<file path="config.mk">
export PLATFORM = sky130hd
export DESIGN_NAME = mips_multicycle_ctrl
export DESIGN_NICKNAME = d
export VERILOG_FILES = /design/src/rtl/mips_ctrl_pkg.sv /design/src/rtl/mips_ctrl_decode.sv /design/src/rtl/mips_multicycle_ctrl.sv
export SDC_FILE = /design/constraint.sdc
export NUM_CORES = 1
export LEC_CHECK = 0
export BUFFER_PORTS_ARGS = -buffer_cell sky130_fd_sc_hd__buf_2
export CORE_AREA = 4 4 41 43
export DETAILED_ROUTE_END_ITERATION = 12
export DIE_AREA = 0 0 45 47
export PLACE_DENSITY = 0.83
export SYNTH_ARGS = -nofsm -noshare
export SYNTH_HDL_FRONTEND = slang
export SYNTH_SLANG_ARGS = --single-unit
</file>
<file path="constraint.sdc">
create_clock -name clk -period 2.81 [get_ports clk]
set_input_delay 0.281 -clock clk [delete_from_list [all_inputs] [get_ports clk]]
set_output_delay 0.281 -clock clk [all_outputs]
set_load 0.05 [all_outputs]
</file>
<file path="src/rtl/mips_ctrl_pkg.sv">
// Shared encodings for the Lab7 multicycle MIPS control unit: state names,
// opcodes and the datapath mux select values.
package mips_ctrl_pkg;

    typedef enum logic [3:0] {
        S_FETCH  = 4'd0,
        S_DECODE = 4'd1,
        S_MEMADR = 4'd2,
        S_MEMRD  = 4'd3,
        S_MEMWB  = 4'd4,
        S_MEMWR  = 4'd5,
        S_EXEC   = 4'd6,
        S_RWB    = 4'd7,
        S_BRANCH = 4'd8,
        S_JUMP   = 4'd9,
        S_ADDIEX = 4'd10,
        S_ADDIWB = 4'd11,
        S_TRAP   = 4'd12
    } state_t;

    localparam logic [5:0] OP_RTYPE = 6'b000000;
    localparam logic [5:0] OP_LW    = 6'b100011;
    localparam logic [5:0] OP_SW    = 6'b101011;
    localparam logic [5:0] OP_BEQ   = 6'b000100;
    localparam logic [5:0] OP_J     = 6'b000010;
    localparam logic [5:0] OP_ADDI  = 6'b001000;

    localparam logic [1:0] ALU_ADD   = 2'b00;
    localparam logic [1:0] ALU_SUB   = 2'b01;
    localparam logic [1:0] ALU_FUNCT = 2'b10;

    localparam logic [1:0] SRCB_REG      = 2'b00;
    localparam logic [1:0] SRCB_FOUR     = 2'b01;
    localparam logic [1:0] SRCB_IMM      = 2'b10;
    localparam logic [1:0] SRCB_IMM_SHL2 = 2'b11;

    localparam logic [1:0] PC_ALU    = 2'b00;
    localparam logic [1:0] PC_ALUOUT = 2'b01;
    localparam logic [1:0] PC_JUMP   = 2'b10;

endpackage

</file>
<file path="src/rtl/mips_ctrl_decode.sv">
// Moore output decode: maps the current state (plus mem_ready, which only
// qualifies the FETCH strobes) onto every datapath control line.
module mips_ctrl_decode
    import mips_ctrl_pkg::*;
(
    input  state_t     state,
    input  logic       mem_ready,
    output logic       pc_write,
    output logic       pc_write_cond,
    output logic       i_or_d,
    output logic       mem_read,
    output logic       mem_write,
    output logic       ir_write,
    output logic       mem_to_reg,
    output logic       reg_dst,
    output logic       reg_write,
    output logic       alu_src_a,
    output logic [1:0] alu_src_b,
    output logic [1:0] alu_op,
    output logic [1:0] pc_source,
    output logic       illegal
);

    always_comb begin
        pc_write      = 1'b0;
        pc_write_cond = 1'b0;
        i_or_d        = 1'b0;
        mem_read      = 1'b0;
        mem_write     = 1'b0;
        ir_write      = 1'b0;
        mem_to_reg    = 1'b0;
        reg_dst       = 1'b0;
        reg_write     = 1'b0;
        alu_src_a     = 1'b0;
        alu_src_b     = SRCB_REG;
        alu_op        = ALU_ADD;
        pc_source     = PC_ALU;
        illegal       = 1'b0;
        case (state)
            // IR and PC load once, in the cycle the instruction word arrives
            S_FETCH: begin
                mem_read  = 1'b1;
                alu_src_b = SRCB_FOUR;
                ir_write  = mem_ready;
                pc_write  = mem_ready;
            end
            S_DECODE: alu_src_b = SRCB_IMM_SHL2;
            S_MEMADR: begin
                alu_src_a = 1'b1;
                alu_src_b = SRCB_IMM;
            end
            S_MEMRD: begin
                mem_read = 1'b1;
                i_or_d   = 1'b1;
            end
            S_MEMWB: begin
                reg_write  = 1'b1;
                mem_to_reg = 1'b1;
            end
            S_MEMWR: begin
                mem_write = 1'b1;
                i_or_d    = 1'b1;
            end
            S_EXEC: begin
                alu_src_a = 1'b1;
                alu_op    = ALU_FUNCT;
            end
            S_RWB: begin
                reg_dst   = 1'b1;
                reg_write = 1'b1;
            end
            S_BRANCH: begin
                alu_src_a     = 1'b1;
                alu_op        = ALU_SUB;
                pc_write_cond = 1'b1;
                pc_source     = PC_ALUOUT;
            end
            S_JUMP: begin
                pc_write  = 1'b1;
                pc_source = PC_JUMP;
            end
            S_ADDIEX: begin
                alu_src_a = 1'b1;
                alu_src_b = SRCB_IMM;
            end
            S_ADDIWB: reg_write = 1'b1;
            S_TRAP:   illegal   = 1'b1;
            default: ;
        endcase
    end

endmodule

</file>
<file path="src/rtl/mips_multicycle_ctrl.sv">
// Multicycle MIPS control unit: state register and next-state sequencing;
// the control outputs come from the mips_ctrl_decode instance.
module mips_multicycle_ctrl
    import mips_ctrl_pkg::*;
(
    input  logic       clk,
    input  logic       reset,
    input  logic [5:0] opcode,
    input  logic       mem_ready,
    output logic       pc_write,
    output logic       pc_write_cond,
    output logic       i_or_d,
    output logic       mem_read,
    output logic       mem_write,
    output logic       ir_write,
    output logic       mem_to_reg,
    output logic       reg_dst,
    output logic       reg_write,
    output logic       alu_src_a,
    output logic [1:0] alu_src_b,
    output logic [1:0] alu_op,
    output logic [1:0] pc_source,
    output logic       illegal,
    output logic [3:0] state
);

    state_t state_q;
    state_t state_n;

    always_ff @(posedge clk) begin
        if (reset) state_q <= S_FETCH;
        else       state_q <= state_n;
    end

    // Unreachable encodings fall through the default and recover to FETCH
    always_comb begin
        state_n = S_FETCH;
        case (state_q)
            S_FETCH:  state_n = mem_ready ? S_DECODE : S_FETCH;
            S_DECODE: begin
                case (opcode)
                    OP_RTYPE:     state_n = S_EXEC;
                    OP_LW, OP_SW: state_n = S_MEMADR;
                    OP_BEQ:       state_n = S_BRANCH;
                    OP_J:         state_n = S_JUMP;
                    OP_ADDI:      state_n = S_ADDIEX;
                    default:      state_n = S_TRAP;
                endcase
            end
            S_MEMADR: state_n = (opcode == OP_LW) ? S_MEMRD : S_MEMWR;
            S_MEMRD:  state_n = mem_ready ? S_MEMWB : S_MEMRD;
            S_MEMWR:  state_n = mem_ready ? S_FETCH : S_MEMWR;
            S_EXEC:   state_n = S_RWB;
            S_ADDIEX: state_n = S_ADDIWB;
            S_TRAP:   state_n = S_TRAP;
            default:  state_n = S_FETCH;
        endcase
    end

    assign state = state_q;

    mips_ctrl_decode u_decode (
        .state         (state_q),
        .mem_ready     (mem_ready),
        .pc_write      (pc_write),
        .pc_write_cond (pc_write_cond),
        .i_or_d        (i_or_d),
        .mem_read      (mem_read),
        .mem_write     (mem_write),
        .ir_write      (ir_write),
        .mem_to_reg    (mem_to_reg),
        .reg_dst       (reg_dst),
        .reg_write     (reg_write),
        .alu_src_a     (alu_src_a),
        .alu_src_b     (alu_src_b),
        .alu_op        (alu_op),
        .pc_source     (pc_source),
        .illegal       (illegal)
    );

endmodule

</file>
After elaboration in Yosys (flattened, before gate mapping)

Cells that the tools add are included.

Add/subtract/negate cells: 0
Multipliers: 0
Div/mod/pow operators: 0
Magnitude comparators: 0
Equal/unequal tests: 17
Shift-type cells: 0
Multiplexer cells: 20
Bitwise operators: 0
Reductions and logical operators: 8

Operators with widths:

| kind                                          | number |
|---|---|
| one-hot mux 4 bit (8 select lines)            | 1 |
| == test 4 bit, second input constant          | 5 |
| one-hot mux 4 bit (5 select lines)            | 1 |
| == test 4 x 3 -> 1 bit, second input constant | 4 |
| == test 6 bit, second input constant          | 2 |
| 2-to-1 mux 1 bit                              | 11 |
| 2-to-1 mux 3 bit                              | 3 |
| == test 4 x 2 -> 1 bit, second input constant | 2 |
| one-hot mux 2 bit (2 select lines)            | 2 |
| OR reduction 2 bit                            | 4 |
| == test 6 x 2 -> 1 bit, second input constant | 1 |
| == test 6 x 3 -> 1 bit, second input constant | 1 |
| == test 6 x 4 -> 1 bit, second input constant | 1 |
| logical NOT 6 bit                             | 1 |
| one-hot mux 2 bit (3 select lines)            | 1 |
| == test 4 x 1 -> 1 bit, second input constant | 1 |
| logical NOT 4 bit                             | 1 |
| OR reduction 4 bit                            | 1 |
| OR reduction 3 bit                            | 1 |
| one-hot mux 1 bit (2 select lines)            | 1 |

Bits in registers: 4
Latch bits: 0
RAM bits: 0
Memory bits (read-only): 0
Bits of input ports: 9
Logic and storage cells: 46
Memories: 0

Logic depth before layout (Yosys ltp)

Word-level depth: 4
Gate-level depth with buffers: 5
Mapped depth without buffers: 4

Hierarchy

Synthesis repeated with hierarchy kept, for this count alone.

Cells, all modules: 90
Area, all modules: 638.1 µm²

Modules (own cells, without submodules):

| module               | times used | cells an instance | area an instance (µm²) | sequential area each (µm²) |
|---|---|---|---|---|
| mips_multicycle_ctrl | 1          | 55                | 407.9                  | 80.1 |
| mips_ctrl_decode     | 1          | 35                | 230.2                  | 0.0 |

Worst setup path before layout

No wires, ideal clock.

Kind: register -> output
From: register state_q[0] (netlist: state[0])
To: output port pc_write
Arrival time: 2435 ps
Data required time: 2529 ps
Slack: 94 ps
Cell stages (with the launch flop): 6
Path buffers: 1
Cells stage by stage: dfxtp_1 buf_2 nor2_1 nand2_1 nor3_1 or2_2

Cells in the longest elaborated chain, start to end: 2
Elaborated cells on any way between the ends: 3
Those cells by class: 1 x eq/ne; 1 x mux; 1 x reduce/logical

RTL lines:

| what                                               | line                       | source |
|---|---|---|
| start: declaration                                 | mips_multicycle_ctrl.sv:27 | `state_t state_q;` |
| start signal: assignment                           | mips_multicycle_ctrl.sv:32 | `else state_q <= state_n;` |
| == test 4 bit or logical NOT 4 bit (tied branches) | mips_ctrl_decode.sv:39     | `case (state)` |
| one-hot mux 1 bit (2 select lines) (*)             | mips_ctrl_decode.sv:39     |  |
| end: declaration                                   | mips_multicycle_ctrl.sv:10 | `output logic pc_write,` |

Mark *: on every way between the ends. The rest lies on a longest branch, timed or not.

Worst setup path in the final report

From: register state_q[2] (netlist: state[2])
To: output port pc_write

Same word-level chain as after synthesis.

==> impl_metrics.yaml <==
clock_tree:
  clkSlewWorstSetupHoldPaths_ns: 0.04
  cts_setup_buffers: 0
  numCtsBuffers: 3
  cts_sinks: 4
  cts_tree: "built"
  cts_resized: 0
  cts_root_buffer: "clkbuf_4"
  clock_latency_ns: 0.23
  hold_buffers: 0
  htreeDepth: 1
  clockBufferDepth: 2
worst_hold_path:
  hold_path_end: "state[1]"
  hp-start: "reset"
  hp-class: "in2reg"
  holdPathStages: 4
detailed_routing:
  drt_pass1_iterations: 4
  wire_per_inst_um: 12.4
  drtIter0Drc: 34
  remaining_drc_errors: 0
  vias: 720
  wl_mm: 1.57
  viasPerCell: 5.67
  ant_nets: 0
final_layout:
  largest_reg_flops: 4
  ff_latch_area_um2: 80.1
  multi_input_area_um2: 449
  n_fill_cell: 139
  final_cell_mix: "29 x buf_2, 9 x nor2_1, 9 x a21oi_1"
  antenna_cells: 0
  drive_gt1_share_pct: 33.9
  syn_to_final_growth_pct: 27.3
  final_nets: 123
  mostFrequentLayoutCell: "buf_2"
sta:
  worstMarginPinSlew_ns: 0.567
  hold_slack_ns: 0.394
  final-setup-viol-count: 0
  tns_ns: 0
  period_minus_slack_ns: 2.01
  finClkSkew_ns: 0.00152
  relSlewSlack_pct: 62.2
  fmax_mhz: 496
  final_max_slew_viol_count: 0
  rsz0062_at_grt: "no"
  hold_violations: 0
  min_period_over_period_pct: 71.7
worst_setup_path:
  critPathSlowestCell: "dfxtp_1"
  reg2reg_slack_ns: 1.23
  crit_path_cell_trace: "nand2b_1 -> nor2_1 -> or2_2 -> buf_2"
  crit_path_start_kind: "flop"
  worstReg2RegEnd: "state[1]"
  timing.rr.start: "state[0]"
  worstPathArrival_ns: 1.73
  reg2regPathDepth: 4
  slowest_delay_ns: 0.67
  cp_max_fo: 18
  cp.required_ns: 2.53
  path_class: "reg2out"
  worst-path-buf-inv: 1
  end_kind: "primary output"
  crit_family: "flip-flops"
grt:
  grt_pass1_wl_mm: 2.48
  antenna_found_initial: 0
  grt_pass1_vias: 585
  overflow: 0
  grt_max_degree: 19
  grt_usage_pct: 15.1
synthesis:
  synth_area_leaders: "dfxtp_1 14%, a21oi_1 7.9%, nor3_1 7.0%"
  ys_ff_latch: 4
  syn_area_um2: 568
  seq_area_frac_synth_pct: 14.1
  yosys.area.top_type: "dfxtp_1"
  yosysTopAreaCellShare_pct: 14.1
  ys_types: 35
  syn_inst: 86
  syn_area_per_cell_um2: 6.61
  ys_warn_count: 0
  synth_fp_nets: 95
floorplan:
  die_h_um: 47
  rows: 13
  die_area_mm2: 0.00212
  pin_count: 30
  die_x_um: 45
  start_util_pct: 43.7
  coreArea_mm2: 0.00130
job:
  drv_cap: 0
placement:
  io_buffers: 29
  dp_hpwl_mm: 1.20
  place_congestion: 0.831
pwr:
  p_per_area_mw_per_mm2: 422
  leakagePower_nw: 0.324
  ir_drop_mv: 0.252
outcome:
  outcome: "completed"
worst max path at each step:
| stage | end | depth (start not counted) | startpoint | slack (ns) |
|---|---|---|---|---|
| 6_report | pc_write | 4 | state[2] | 0.80 |
| 2_1_floorplan | pc_write | 5 | state[0] | 0.09 |
| 3_5_place_dp | pc_write | 4 | state[2] | 1.06 |
| 4_1_cts | pc_write | 4 | state[2] | 0.80 |
| 3_3_place_gp | pc_write | 4 | state[2] | 1.10 |
| 5_1_grt | alu_src_b[1] | 4 | state[0] | 0.67 |
layout make-up:
type	instances	share of cell area (%)
multi-input cells	74	62.1
inverters	2	1.04
repair buffers	29	20.1
clock buffers	3	3.11
well taps	15	2.60
flip-flops and latches	4	11.1
power breakdown:
part | total (mW) | switching (mW) | internal (mW)
Sequential | 0.0753 | 0.0147 | 0.0606
Clock | 0.0717 | 0.0239 | 0.0478
Combinational | 0.158 | 0.114 | 0.0442
Total | 0.305 | 0.152 | 0.153
metal layers:
layer / GRT usage (%) / up-vias / part of all wire (%)
met5: 0 / - / 0
met4: 1.75 / 0 / 0
li1: - / 370 / -
met3: 2.68 / 0 / 11
met1: 19.5 / 314 / 43
met2: 26.8 / 36 / 47
cell families (layout without fill, tap and decap cells):
kind of cell             after synthesis  in the layout  synth area share (%)
AO/OA/AOI/OAI                         28             28                  30.8
XOR/XNOR                               2              2                  3.08
adder cells (fa/ha/maj)                1              1                  1.76
buffers and inverters                  8             34                  6.83
flip-flops                             4              4                  14.1
AND/OR/NAND/NOR                       43             43                  43.4
worst reg2reg max path: stages (launching register included):
cell      delay [ns]
dfxtp_1         0.64
nand2b_1        0.27
nor3_2          0.28
nand3_1         0.12
o22ai_1         0.20
cell usage after synthesis:
cell,count
xor2_1,1
nand2_1,4
a2111oi_2,1
or2_2,1
buf_4,1
nor4b_1,1
o32a_1,1
inv_1,2
o21ai_0,7
or3_1,1
o31ai_1,2
and3_2,1
a21oi_1,9
nor3_2,1
and4b_1,1
a31oi_1,2
o21a_1,1
nor4_1,1
buf_2,4
o22ai_1,2
dfxtp_1,4
and4bb_2,1
nor3_1,8
maj3_1,1
o21bai_1,2
nand4_1,1
nand3_1,2
and2b_2,1
nand2b_1,6
nor2_1,9
xnor2_1,1
buf_1,1
a21o_1,1
nor2b_1,2
nor3b_1,2
per-stage QoR:
| stage | instance area (um2) | setup slack [ns] | instances | total power [mW] | util [%] |
|---|---|---|---|---|---|
| finish | 723 | 0.795 | 127 | 0.305 | 55.6 |
| global route | 723 | 0.670 | 127 | 0.322 | 55.6 |
| CTS | 723 | 0.805 | 127 | 0.306 | 55.6 |
| detailed placement | 701 | 1.06 | 124 | 0.234 | 53.8 |
| global placement | 701 | 1.10 | 124 | 0.232 | 53.8 |
| floorplan | 568 | 0.0940 | 86 | 0.199 | - |
Note: power is estimated with default switching activity, not from simulation.
